===== src/rtl/ssm_pkg.sv =====
// Shared definitions for the instruction sequencer slice: opcodes,
// dispatch codes, the ALU op-select encoding and the execute FSM states.
package ssm_pkg;

    // Instruction opcodes (ir[15:12]) for register-register ALU operations
    localparam logic [3:0] OPC_ADD  = 4'b0001;
    localparam logic [3:0] OPC_SUB  = 4'b0010;
    localparam logic [3:0] OPC_NOT  = 4'b0011;
    localparam logic [3:0] OPC_AND  = 4'b0100;
    localparam logic [3:0] OPC_OR   = 4'b0101;
    localparam logic [3:0] OPC_XOR  = 4'b0110;
    localparam logic [3:0] OPC_XNOR = 4'b0111;

    // FSM_start dispatch codes issued by fetch/decode
    localparam logic [3:0] DISPATCH_NONE = 4'b0000;
    localparam logic [3:0] DISPATCH_ALU  = 4'b0001;
    localparam logic [3:0] DISPATCH_MEM  = 4'b0010;

    // ALU op-select encoding
    typedef enum logic [2:0] {
        ALU_ADD  = 3'b000,
        ALU_SUB  = 3'b001,
        ALU_NOT  = 3'b010,
        ALU_AND  = 3'b011,
        ALU_OR   = 3'b100,
        ALU_XOR  = 3'b101,
        ALU_XNOR = 3'b110
    } alu_op_t;

    // Execute FSM states
    typedef enum logic [2:0] {
        S_IDLE = 3'd0,
        S_A    = 3'd1,
        S_B    = 3'd2,
        S_C    = 3'd3,
        S_DONE = 3'd4
    } exec_state_t;

    // True for opcodes this block executes
    function automatic logic opcode_is_alu(input logic [3:0] opc);
        return (opc >= OPC_ADD) && (opc <= OPC_XNOR);
    endfunction

    // Opcodes 0001..0111 map directly onto alu_op 000..110
    function automatic alu_op_t opcode_to_alu_op(input logic [3:0] opc);
        return alu_op_t'(opc[2:0] - 3'd1);
    endfunction

endpackage


===== src/rtl/alu_exec_fsm_if.sv =====
// Fetch-to-execute connection plus the datapath control bus driven by the
// execute sequencer. Optional macro: ALU_FLAGS_EN adds flags_in_en.
//
// Handshake: fetch loads a new IR with a one-cycle IR_in_en strobe, which
// arms the sequencer, and holds FSM_start as a level. The sequencer accepts
// when it is IDLE, armed, and FSM_start equals its dispatch code; it then
// ignores FSM_start and ir until it returns to IDLE, and signals completion
// by holding DONE high for DONE_HOLD cycles.
interface alu_exec_fsm_if #(
    parameter int NUM_REGS = 16
);
    logic [3:0]          FSM_start;
    logic                IR_in_en;
    logic [15:0]         ir;
    logic [NUM_REGS-1:0] reg_out_en;
    logic [NUM_REGS-1:0] reg_in_en;
    logic                A_in_en;
    logic                G_in_en;
    logic                G_out_en;
    logic [2:0]          alu_op;
    logic                DONE;
    logic                illegal_op;
`ifdef ALU_FLAGS_EN
    logic                flags_in_en;

    modport master (
        output FSM_start, IR_in_en, ir,
        input  reg_out_en, reg_in_en, A_in_en, G_in_en, G_out_en,
        input  alu_op, DONE, illegal_op, flags_in_en
    );
    modport slave (
        input  FSM_start, IR_in_en, ir,
        output reg_out_en, reg_in_en, A_in_en, G_in_en, G_out_en,
        output alu_op, DONE, illegal_op, flags_in_en
    );
`else
    modport master (
        output FSM_start, IR_in_en, ir,
        input  reg_out_en, reg_in_en, A_in_en, G_in_en, G_out_en,
        input  alu_op, DONE, illegal_op
    );
    modport slave (
        input  FSM_start, IR_in_en, ir,
        output reg_out_en, reg_in_en, A_in_en, G_in_en, G_out_en,
        output alu_op, DONE, illegal_op
    );
`endif
endinterface


===== src/rtl/reg_sel_decoder.sv =====
// Register index to one-hot bus enable decoder; all zeros when disabled.
module reg_sel_decoder #(
    parameter int REG_SEL_W = 4,
    parameter int NUM_REGS  = 2**REG_SEL_W
) (
    input  logic [REG_SEL_W-1:0] sel,
    input  logic                 en,
    output logic [NUM_REGS-1:0]  onehot
);

    // Single enable bit at the selected index
    always_comb begin
        onehot = '0;
        if (en) onehot[sel] = 1'b1;
    end

endmodule


===== src/rtl/alu_exec_fsm.sv =====
// Execute-stage sequencer for register-register ALU instructions.
// Optional macro: ALU_FLAGS_EN drives flags_in_en alongside G_in_en.
module alu_exec_fsm
    import ssm_pkg::*;
#(
    parameter int         NUM_REGS  = 16,
    parameter int         REG_SEL_W = 4,
    parameter logic [3:0] EXEC_CODE = DISPATCH_ALU,
    parameter int         DONE_HOLD = 3
) (
    input  logic          clock,
    input  logic          reset,
    alu_exec_fsm_if.slave bus,
    output exec_state_t   state_dbg
);

    localparam int CNT_W = (DONE_HOLD > 1) ? $clog2(DONE_HOLD) : 1;

    exec_state_t          state, state_nx;
    logic                 armed;
    logic                 accept;
    logic                 illegal_q;
    logic [3:0]           opc_q;
    logic [REG_SEL_W-1:0] rd_q, rs1_q, rs2_q;
    logic [CNT_W-1:0]     cnt;

    logic                 oe_en, ie_en;
    logic [REG_SEL_W-1:0] oe_sel;

    assign accept = (state == S_IDLE) && armed && (bus.FSM_start == EXEC_CODE);

    // State register
    always_ff @(posedge clock) begin
        if (reset) state <= S_IDLE;
        else       state <= state_nx;
    end

    // Arm flag, latched IR fields, sticky illegal flag and DONE hold counter
    always_ff @(posedge clock) begin
        if (reset) begin
            armed     <= 1'b0;
            illegal_q <= 1'b0;
            opc_q     <= '0;
            rd_q      <= '0;
            rs1_q     <= '0;
            rs2_q     <= '0;
            cnt       <= '0;
        end else begin
            // A new IR load wins over a same-cycle accept so it is not lost
            if (bus.IR_in_en)  armed <= 1'b1;
            else if (accept)   armed <= 1'b0;
            if (accept) begin
                opc_q <= bus.ir[15:12];
                rd_q  <= bus.ir[8 +: REG_SEL_W];
                rs1_q <= bus.ir[4 +: REG_SEL_W];
                rs2_q <= bus.ir[0 +: REG_SEL_W];
                if (!opcode_is_alu(bus.ir[15:12])) illegal_q <= 1'b1;
            end
            if (state_nx == S_DONE && state != S_DONE) cnt <= CNT_W'(DONE_HOLD - 1);
            else if (state == S_DONE && cnt != '0)     cnt <= cnt - 1'b1;
        end
    end

    // Next-state: fixed A/B/C sequence, illegal opcodes skip straight to DONE
    always_comb begin
        state_nx = state;
        case (state)
            S_IDLE: if (accept) state_nx = opcode_is_alu(bus.ir[15:12]) ? S_A : S_DONE;
            S_A:    state_nx = S_B;
            S_B:    state_nx = S_C;
            S_C:    state_nx = S_DONE;
            S_DONE: if (cnt == '0) state_nx = S_IDLE;
            default: state_nx = S_IDLE;
        endcase
    end

    // Moore outputs decoded from the state register and latched fields
    always_comb begin
        oe_en        = 1'b0;
        oe_sel       = rs1_q;
        ie_en        = 1'b0;
        bus.A_in_en  = 1'b0;
        bus.G_in_en  = 1'b0;
        bus.G_out_en = 1'b0;
        bus.DONE     = 1'b0;
        bus.alu_op   = ALU_ADD;
`ifdef ALU_FLAGS_EN
        bus.flags_in_en = 1'b0;
`endif
        case (state)
            S_A: begin
                oe_en       = 1'b1;
                oe_sel      = rs1_q;
                bus.A_in_en = 1'b1;
                bus.alu_op  = opcode_to_alu_op(opc_q);
            end
            S_B: begin
                // NOT is unary: operand B is never placed on the bus
                oe_en       = (opc_q != OPC_NOT);
                oe_sel      = rs2_q;
                bus.G_in_en = 1'b1;
                bus.alu_op  = opcode_to_alu_op(opc_q);
`ifdef ALU_FLAGS_EN
                bus.flags_in_en = 1'b1;
`endif
            end
            S_C: begin
                ie_en        = 1'b1;
                bus.G_out_en = 1'b1;
                bus.alu_op   = opcode_to_alu_op(opc_q);
            end
            S_DONE:  bus.DONE = 1'b1;
            default: ;
        endcase
    end

    assign bus.illegal_op = illegal_q;
    assign state_dbg      = state;

    reg_sel_decoder #(.REG_SEL_W(REG_SEL_W), .NUM_REGS(NUM_REGS)) u_out_dec (
        .sel    (oe_sel),
        .en     (oe_en),
        .onehot (bus.reg_out_en)
    );

    reg_sel_decoder #(.REG_SEL_W(REG_SEL_W), .NUM_REGS(NUM_REGS)) u_in_dec (
        .sel    (rd_q),
        .en     (ie_en),
        .onehot (bus.reg_in_en)
    );

endmodule


===== src/flat_wrapper.sv =====
// flat-port wrapper written by rule: the top's interface ports become plain ports
module alu_exec_fsm_flat import ssm_pkg::*;
#(
    parameter int         NUM_REGS  = 16,
    parameter int         REG_SEL_W = 4,
    parameter logic [3:0] EXEC_CODE = DISPATCH_ALU,
    parameter int         DONE_HOLD = 3
)
  (clock, reset, state_dbg, bus_FSM_start, bus_IR_in_en, bus_ir, bus_reg_out_en, bus_reg_in_en, bus_A_in_en, bus_G_in_en, bus_G_out_en, bus_alu_op, bus_DONE, bus_illegal_op);
  alu_exec_fsm_if #(.NUM_REGS(NUM_REGS)) bus_i ();
  input  logic clock;
  input  logic reset;
  output exec_state_t state_dbg;
  input wire logic [$bits(bus_i.FSM_start)-1:0] bus_FSM_start;
  input wire logic [$bits(bus_i.IR_in_en)-1:0] bus_IR_in_en;
  input wire logic [$bits(bus_i.ir)-1:0] bus_ir;
  output wire logic [$bits(bus_i.reg_out_en)-1:0] bus_reg_out_en;
  output wire logic [$bits(bus_i.reg_in_en)-1:0] bus_reg_in_en;
  output wire logic [$bits(bus_i.A_in_en)-1:0] bus_A_in_en;
  output wire logic [$bits(bus_i.G_in_en)-1:0] bus_G_in_en;
  output wire logic [$bits(bus_i.G_out_en)-1:0] bus_G_out_en;
  output wire logic [$bits(bus_i.alu_op)-1:0] bus_alu_op;
  output wire logic [$bits(bus_i.DONE)-1:0] bus_DONE;
  output wire logic [$bits(bus_i.illegal_op)-1:0] bus_illegal_op;
  assign bus_i.FSM_start = bus_FSM_start;
  assign bus_i.IR_in_en = bus_IR_in_en;
  assign bus_i.ir = bus_ir;
  assign bus_reg_out_en = bus_i.reg_out_en;
  assign bus_reg_in_en = bus_i.reg_in_en;
  assign bus_A_in_en = bus_i.A_in_en;
  assign bus_G_in_en = bus_i.G_in_en;
  assign bus_G_out_en = bus_i.G_out_en;
  assign bus_alu_op = bus_i.alu_op;
  assign bus_DONE = bus_i.DONE;
  assign bus_illegal_op = bus_i.illegal_op;
  alu_exec_fsm #(.NUM_REGS(NUM_REGS), .REG_SEL_W(REG_SEL_W), .EXEC_CODE(EXEC_CODE), .DONE_HOLD(DONE_HOLD)) u_core (.clock(clock), .reset(reset), .bus(bus_i), .state_dbg(state_dbg));
endmodule

===== config.mk =====
export PLATFORM = sky130hd
export DESIGN_NAME = alu_exec_fsm_flat
export DESIGN_NICKNAME = d
export VERILOG_FILES = /design/src/rtl/ssm_pkg.sv /design/src/rtl/alu_exec_fsm_if.sv /design/src/rtl/reg_sel_decoder.sv /design/src/rtl/alu_exec_fsm.sv /design/src/flat_wrapper.sv
export SDC_FILE = /design/constraint.sdc
export NUM_CORES = 1
export LEC_CHECK = 0
export ABC_AREA = 1
export BUFFER_PORTS_ARGS = -buffer_cell sky130_fd_sc_hd__buf_4
export CAP_MARGIN = 20
export CORE_ASPECT_RATIO = 1.4
export CORE_MARGIN = 3
export CORE_UTILIZATION = 45
export DETAILED_ROUTE_END_ITERATION = 10
export PLACE_DENSITY = 0.79
export SLEW_MARGIN = 20
export SYNTH_ARGS = -nofsm -noshare
export SYNTH_HDL_FRONTEND = slang
export SYNTH_SLANG_ARGS = --single-unit

===== constraint.sdc =====
create_clock -name clock -period 1.7 [get_ports clock]
set_input_delay 0.34 -clock clock [delete_from_list [all_inputs] [get_ports clock]]
set_output_delay 0.34 -clock clock [all_outputs]
set_load 0.01 [all_outputs]

# Word-level counts from Yosys, hierarchy flattened
# Cells that the tools add are included.
[word_totals]
register_bits = 23
inputBits = 23
out_inout_bits = 43
word_cells = 62
[op_classes]
n_addsub = 2
n_lt_le_gt_ge = 6
eq_ne = 8
n_mux = 21
bitwise_logic = 1
reduce_logical = 15
[op_table]
columns = ["cell", "n"]
rows = [
  ["2-to-1 mux 16 bit", 2],
  ["one-hot mux 3 bit (5 select lines)", 1],
  ["greater-or-equal comparator 4 x 1 -> 1 bit (second input constant)", 3],
  ["2-to-1 mux 3 bit", 4],
  ["less-than comparator 4 x 5 -> 1 bit (second input constant)", 2],
  ["demux 1 bit (select 4 bit)", 2],
  ["2-to-1 mux 1 bit", 8],
  ["logical AND 1 bit", 7],
  ["equality test 3 x 2 -> 1 bit (second input constant)", 2],
  ["equality test 3 bit (second input constant)", 2],
  ["nonzero test 2 bit", 3],
  ["equality test 4 x 1 -> 1 bit (second input constant)", 1],
  ["less-or-equal comparator 4 x 3 -> 1 bit (second input constant)", 1],
  ["2-to-1 mux 2 bit", 2],
  ["2-to-1 mux 4 bit", 1],
  ["inequality test 4 x 2 -> 1 bit (second input constant)", 1],
  ["equality test 3 x 1 -> 1 bit (second input constant)", 1],
  ["zero test 3 bit", 1],
  ["inequality test 3 bit (second input constant)", 1],
  ["OR reduction 3 bit", 1],
  ["subtractor 3 x 1 -> 3 bit (second input constant)", 1],
  ["zero test 2 bit", 1],
  ["one-hot mux 1 bit (2 select lines)", 1],
  ["AND reduction 2 bit", 1],
  ["3 further kinds", 3],
]

# Depth between registers and ports, before layout
[logic_depth]
word_depth = 8
ltp_mapped = 10
depth_no_buf = 10

# Cells and area by module
# From an unflattened synthesis, not the netlist that was laid out.
[hier_totals]
cells_unflattened = 211
hier_area_um2 = 1366.3
[by_module_without_submodules]
columns = ["module", "n_inst", "cells_each", "area_per_inst_um2", "seq_area_each_um2"]
rows = [
  ["alu_exec_fsm", 1, 150, 1116.1, 460.4],
  ["reg_sel_decoder (u_core.u_out_dec)", 1, 33, 140.1, 0.0],
  ["reg_sel_decoder (u_core.u_in_dec)", 1, 28, 110.1, 0.0],
]

# Worst setup path after synthesis
# Ideal clock, no wire load.
[synth_timing]
path_type = "register to output"
startpoint = "register u_core.state[1] (netlist: u_core.state_dbg[1])"
endpoint = "output port bus_reg_out_en[13]"
t_arrival_ns = 1.213
required_ns = 1.360
setup_slack_ns = 0.147
path_stages_with_launch = 7
n_path_buf = 1
path_cell_list = "dfxtp_1 > nand3_2 > buf_6 > nand2_1 > o21ai_2 > nand3b_1 > nor2_1"
[synth_between]
elab_chain_cells = 7
elab_cells_between_ends = 10
cone_classes = "order compare (2); eq/ne (2); mux (5); reduce/logical (1)"
[synth_rtl]
columns = ["element", "line_no", "source"]
rows = [
  ["start, declared", "alu_exec_fsm.sv:19", "exec_state_t state, state_nx;"],
  ["start signal, assigned", "alu_exec_fsm.sv:35", "else state <= state_nx;"],
  ["equality test 3 x 2 -> 1 bit", "alu_exec_fsm.sv:90", "case (state)"],
  ["2-to-1 mux 4 bit", "alu_exec_fsm.sv:90", ""],
  ["less-than comparator 4 x 5 -> 1 bit (not written as such) / greater-or-equal comparator 4 x 1 -> 1 bit (equally long branches)", "reg_sel_decoder.sv:14", "if (en) onehot[sel] = 1'b1;"],
  ["logical AND 1 bit (not written as such)", "reg_sel_decoder.sv:14", ""],
  ["2-to-1 mux 1 bit (not written as such)", "reg_sel_decoder.sv:14", ""],
  ["demux 1 bit (select 4 bit)", "reg_sel_decoder.sv:14", ""],
  ["2-to-1 mux 16 bit *", "reg_sel_decoder.sv:14", ""],
  ["end, declared", "flat_wrapper.sv:17", "output wire logic [$bits(bus_i.reg_out_en)-1:0] bus_reg_out_en;"],
]
# Mark *: on every way between the ends. The rest lies on a longest branch, timed or not.

# Worst setup path in the final report
[layout_timing]
startpoint = "register u_core.state[0] (netlist: u_core.state_dbg[0])"
endpoint = "output port bus_reg_out_en[1]"
# Same word-level chain as after synthesis.

==> results.rst <==
.. list-table::
   :header-rows: 1

   * - Metric
     - Value
   * - CTS buffer count
     - 3
   * - Clock root cell
     - sky130_fd_sc_hd__clkbuf_4
   * - Yosys Warn Count
     - 0
   * - Average cell area after synthesis
     - 6.55 sq um
   * - Post-layout minimum cycle time
     - 1.99 ns
   * - Yosys top cell by area
     - sky130_fd_sc_hd__dfxtp_1
   * - Highest achievable clock rate
     - 0.502 GHz
   * - Clock latency on the worst-skew pair
     - 0.31 ns
   * - Layout Cells excl Fill
     - 315
   * - Pin count of the biggest net entering global routing
     - 28
   * - Min-Delay Startpoint
     - bus_IR_in_en
   * - Diodes inserted
     - 0
   * - Site row count
     - 22
   * - Clock transition at the registers of the reported paths
     - 0.12 ns
   * - Clock power share
     - 27.1%
   * - Sequential Power Share
     - 59.5%
   * - FF+latch count, synth
     - 23
   * - Post-route setup slack
     - -0.293 ns
   * - Layout-stage area growth over the synthesis result
     - 66.4%
   * - Sw frac
     - 24.7%
   * - Violations in the final reports
     - setup timing
   * - Static Leak
     - 1.03 nW
   * - Worst clock skew on the final layout
     - 0.00722 ns
   * - H-tree Lvls
     - 1
   * - Total routed wirelength
     - 3.89 mm
   * - Area share of the largest cell type after synthesis
     - 35.4%
   * - Net Switching
     - 0.230 mW
   * - Gp weighted congestion
     - 0.824
   * - Number of nets still failing antenna checks after routing
     - 0
   * - Post-detailed-route wirelength per cell
     - 12.3 um
   * - Post-detail-place hpwl
     - 2.55 mm
   * - Crit path from
     - u_core.state_dbg[0]
   * - Final hold vios
     - 0
   * - Ratio of final minimum period to clock period
     - 117%
   * - Total power draw
     - 0.932 mW
   * - Power per Cell Area
     - 430 nW/um^2
   * - Peak per-stage delay on the critical path
     - 0.34 ns
   * - DRC violation count after routing
     - 0
   * - Total nets after synthesis
     - 225
   * - Classification of the worst-slack hold path
     - in2reg
   * - Startpoint of the most critical register-to-register path
     - u_core.state_dbg[1]
   * - Via count of the first global-routing pass
     - 1402
   * - Multi-input combinational cell area
     - 872 sq um
   * - Number of max-slew violations in the final report
     - 0
   * - Final-report setup violation count
     - 32
   * - Data arrival at the endpoint of the critical path
     - 1.65 ns
   * - Fill cells
     - 194
   * - Share of total power in combinational logic
     - 13.4%
   * - Data required time at the worst endpoint
     - 1.36 ns
   * - Overflow left after global routing
     - 0
   * - Busiest metal layer after global routing
     - met2
   * - Port buffer count
     - 65
   * - Die W
     - 51.5 um
   * - First-pass DRT Iterations
     - 4
   * - Placed Cells
     - 298
   * - Number of distinct standard cells referenced by the synthesized netlist
     - 22
   * - Int Power
     - 0.702 mW
   * - Seq/Total Area, Yosys
     - 35.4%
   * - Result of the run
     - finished with violations
   * - Slew @ Worst Pin
     - 0.287 ns
   * - Proportion of layout cells with a drive suffix above 1
     - 48.7%
   * - Initial core utilization
     - 48.3%
   * - Clock tree from TritonCTS
     - done
   * - RSZ-0062 raised after global routing
     - yes
   * - Kind of launch point of the worst setup path
     - flop
   * - Worst-case headroom to the max-slew limit
     - 80.9%
   * - Netlist Area Pre-Place
     - 1300 sq um
   * - Endpoint type of the worst setup path
     - output pin
   * - All-Layer GR Usage
     - 21.2%
   * - I/O pin total
     - 66
   * - Number of DRC markers after the initial detailed-route iteration
     - 31
   * - GRT met3 Usage
     - 3.23%
   * - Avg Vias per Cell
     - 4.82
   * - Vertical die dimension
     - 69.7 um
   * - Area of the core region
     - 2700 sq um
   * - Critical path class
     - reg2out
   * - Synth Instances
     - 199
   * - Routed vias
     - 1519
   * - Number of antenna violations at the first check in global routing
     - 0
   * - Crit-path cells
     - inv_2 > nand3_4 > buf_6 > o21ai_4 > nand3b_1 > nor2_1 > buf_4
   * - GR Layer Usage met1
     - 23.4%
   * - Total Nets Final
     - 306
   * - Highest ir drop seen on vdd
     - 512 uV
   * - Count of clock tree sinks
     - 23
   * - Top fanout value on the critical path
     - 7
   * - Post-DP Area
     - 1820 sq um
   * - GR Util met2
     - 39.7%
   * - Maximum clock path buffer count
     - 2
   * - Crit-path slowest cell
     - sky130_fd_sc_hd__dfxtp_2
   * - Total area of sequential cells
     - 469 sq um
   * - Global-route wire length before repair
     - 6.08 mm
   * - Cell area after layout
     - 2170 sq um
   * - Maxcap violations
     - 0
   * - Top cells by area, synth
     - sky130_fd_sc_hd__dfxtp_1 35%, sky130_fd_sc_hd__nor2_1 18%, sky130_fd_sc_hd__inv_1 8.1%
   * - Area of the die
     - 3590 sq um
-- power groups by stage --
stage	clock network (mW)	registers [mW]	logic, mW
after global routing	0.272	0.555	0.139
after floorplan	0	0.565	0.0525
after global placement	0	0.565	0.105
final	0.253	0.554	0.125
after detailed placement	0	0.566	0.106
after CTS	0.256	0.555	0.118
-- routing by layer --
metal	vias to the layer above	share of wire (%)
met5	-	0
li1	785	-
met2	39	56
met4	0	1.6
met1	688	37
met3	7	4.7
-- cells in the mapped netlist, drive strengths merged --
cell type	instances
ha	3
xnor2	1
nand3	12
a211oi	10
o21ai	12
dfxtp	23
nand3b	2
nand2	28
clkbuf	2
nor2	63
nor3b	1
buf	3
inv	31
a21oi	7
xor2	1
-- final timing paths --
check / end / slack [ns] / cells after the start
setup / recovery: bus_reg_out_en[1] / -0.29 / 7
hold / removal: u_core.armed / 0.24 / 3
setup reg to reg: u_core.opc_q[2] / 0.22 / 8
hold reg to reg: u_core.bus.illegal_op / 0.47 / 2
-- timing repair --
| action | in CTS | in global routing |
|---|---|---|
| hold endpoints to repair | 0 | 0 |
| gates resized for setup | 36 | 26 |
| hold buffers | 0 | 0 |
| pin swaps | 8 | 9 |
| buffers inserted | 9 | 5 |
| setup endpoints to repair | 32 | 37 |
-- through the flow --
step	TNS, ns	hold WS (ns)	util (%)	setup WS, ns
6_report	-5.07	0.237	80.3	-0.293
5_1_grt	-7.84	0.236	80.3	-0.411
4_1_cts	-3.40	0.231	76.2	-0.205
3_5_place_dp	0	0.446	67.3	0.0470
3_3_place_gp	0	0.442	67.3	0.0471
2_1_floorplan	0	0.440	-	0.147
-- registers in the layout (all words and copies together) (netlist names) --
register / cells
u_core.rs2_q: 4
u_core.state_dbg: 3
u_core.rs1_q: 4
u_core.bus.illegal_op: 1
u_core.opc_q: 4
u_core.rd_q: 4
u_core.armed: 1
u_core.cnt: 2
-- critical path: cells and delay by family, from the launching register on --
family,cells,cell delay (ns)
and+or+nand+nor,3,0.46
buffers and inverters,3,0.38
DFF,1,0.34
AOI/OAI and AO/OA,1,0.15
-- final cells by class --
class,count,share of cell area (%)
clock buffers,4,1.21
inverters,31,5.72
well taps,36,2.08
repair buffers,81,29.1
multi-input cells,140,40.2
flip-flops and latches,23,21.7
-- cells by family (layout without fill, tap and decap cells) --
kind of cell | after synthesis | count (layout) | share of synthesized area, %
adders and majority gates | 3 | 3 | 2.88
and+or+nand+nor | 106 | 106 | 34.1
AOI/OAI and AO/OA | 29 | 29 | 14.2
xor gates and xnor gates | 2 | 2 | 1.35
buffers and inverters | 36 | 116 | 12.1
DFF | 23 | 23 | 35.4
-- placed cells by master (no fill, tap or decap), types with 2 or more instances in the layout --
| cell | synthesis | layout |
|---|---|---|
| sky130_fd_sc_hd__nor2_2 | 2 | 11 |
| sky130_fd_sc_hd__dfxtp_1 | 23 | 18 |
| sky130_fd_sc_hd__dfxtp_2 | 0 | 4 |
| sky130_fd_sc_hd__a211oi_1 | 10 | 10 |
| sky130_fd_sc_hd__nand2_2 | 1 | 11 |
| sky130_fd_sc_hd__o21ai_0 | 7 | 7 |
| sky130_fd_sc_hd__buf_6 | 3 | 6 |
| sky130_fd_sc_hd__nand3_4 | 0 | 5 |
| sky130_fd_sc_hd__clkbuf_4 | 0 | 3 |
| sky130_fd_sc_hd__o21ai_4 | 0 | 5 |
| sky130_fd_sc_hd__nand3_1 | 11 | 4 |
| sky130_fd_sc_hd__a21oi_1 | 7 | 7 |
| sky130_fd_sc_hd__nand3_2 | 1 | 3 |
| sky130_fd_sc_hd__nand2_1 | 26 | 16 |
| sky130_fd_sc_hd__inv_1 | 28 | 23 |
| sky130_fd_sc_hd__inv_2 | 3 | 6 |
| sky130_fd_sc_hd__nor2_1 | 61 | 52 |
| sky130_fd_sc_hd__nand3b_1 | 2 | 2 |
| sky130_fd_sc_hd__buf_4 | 0 | 75 |
No activity file was read; power rests on OpenSTA's default activity.
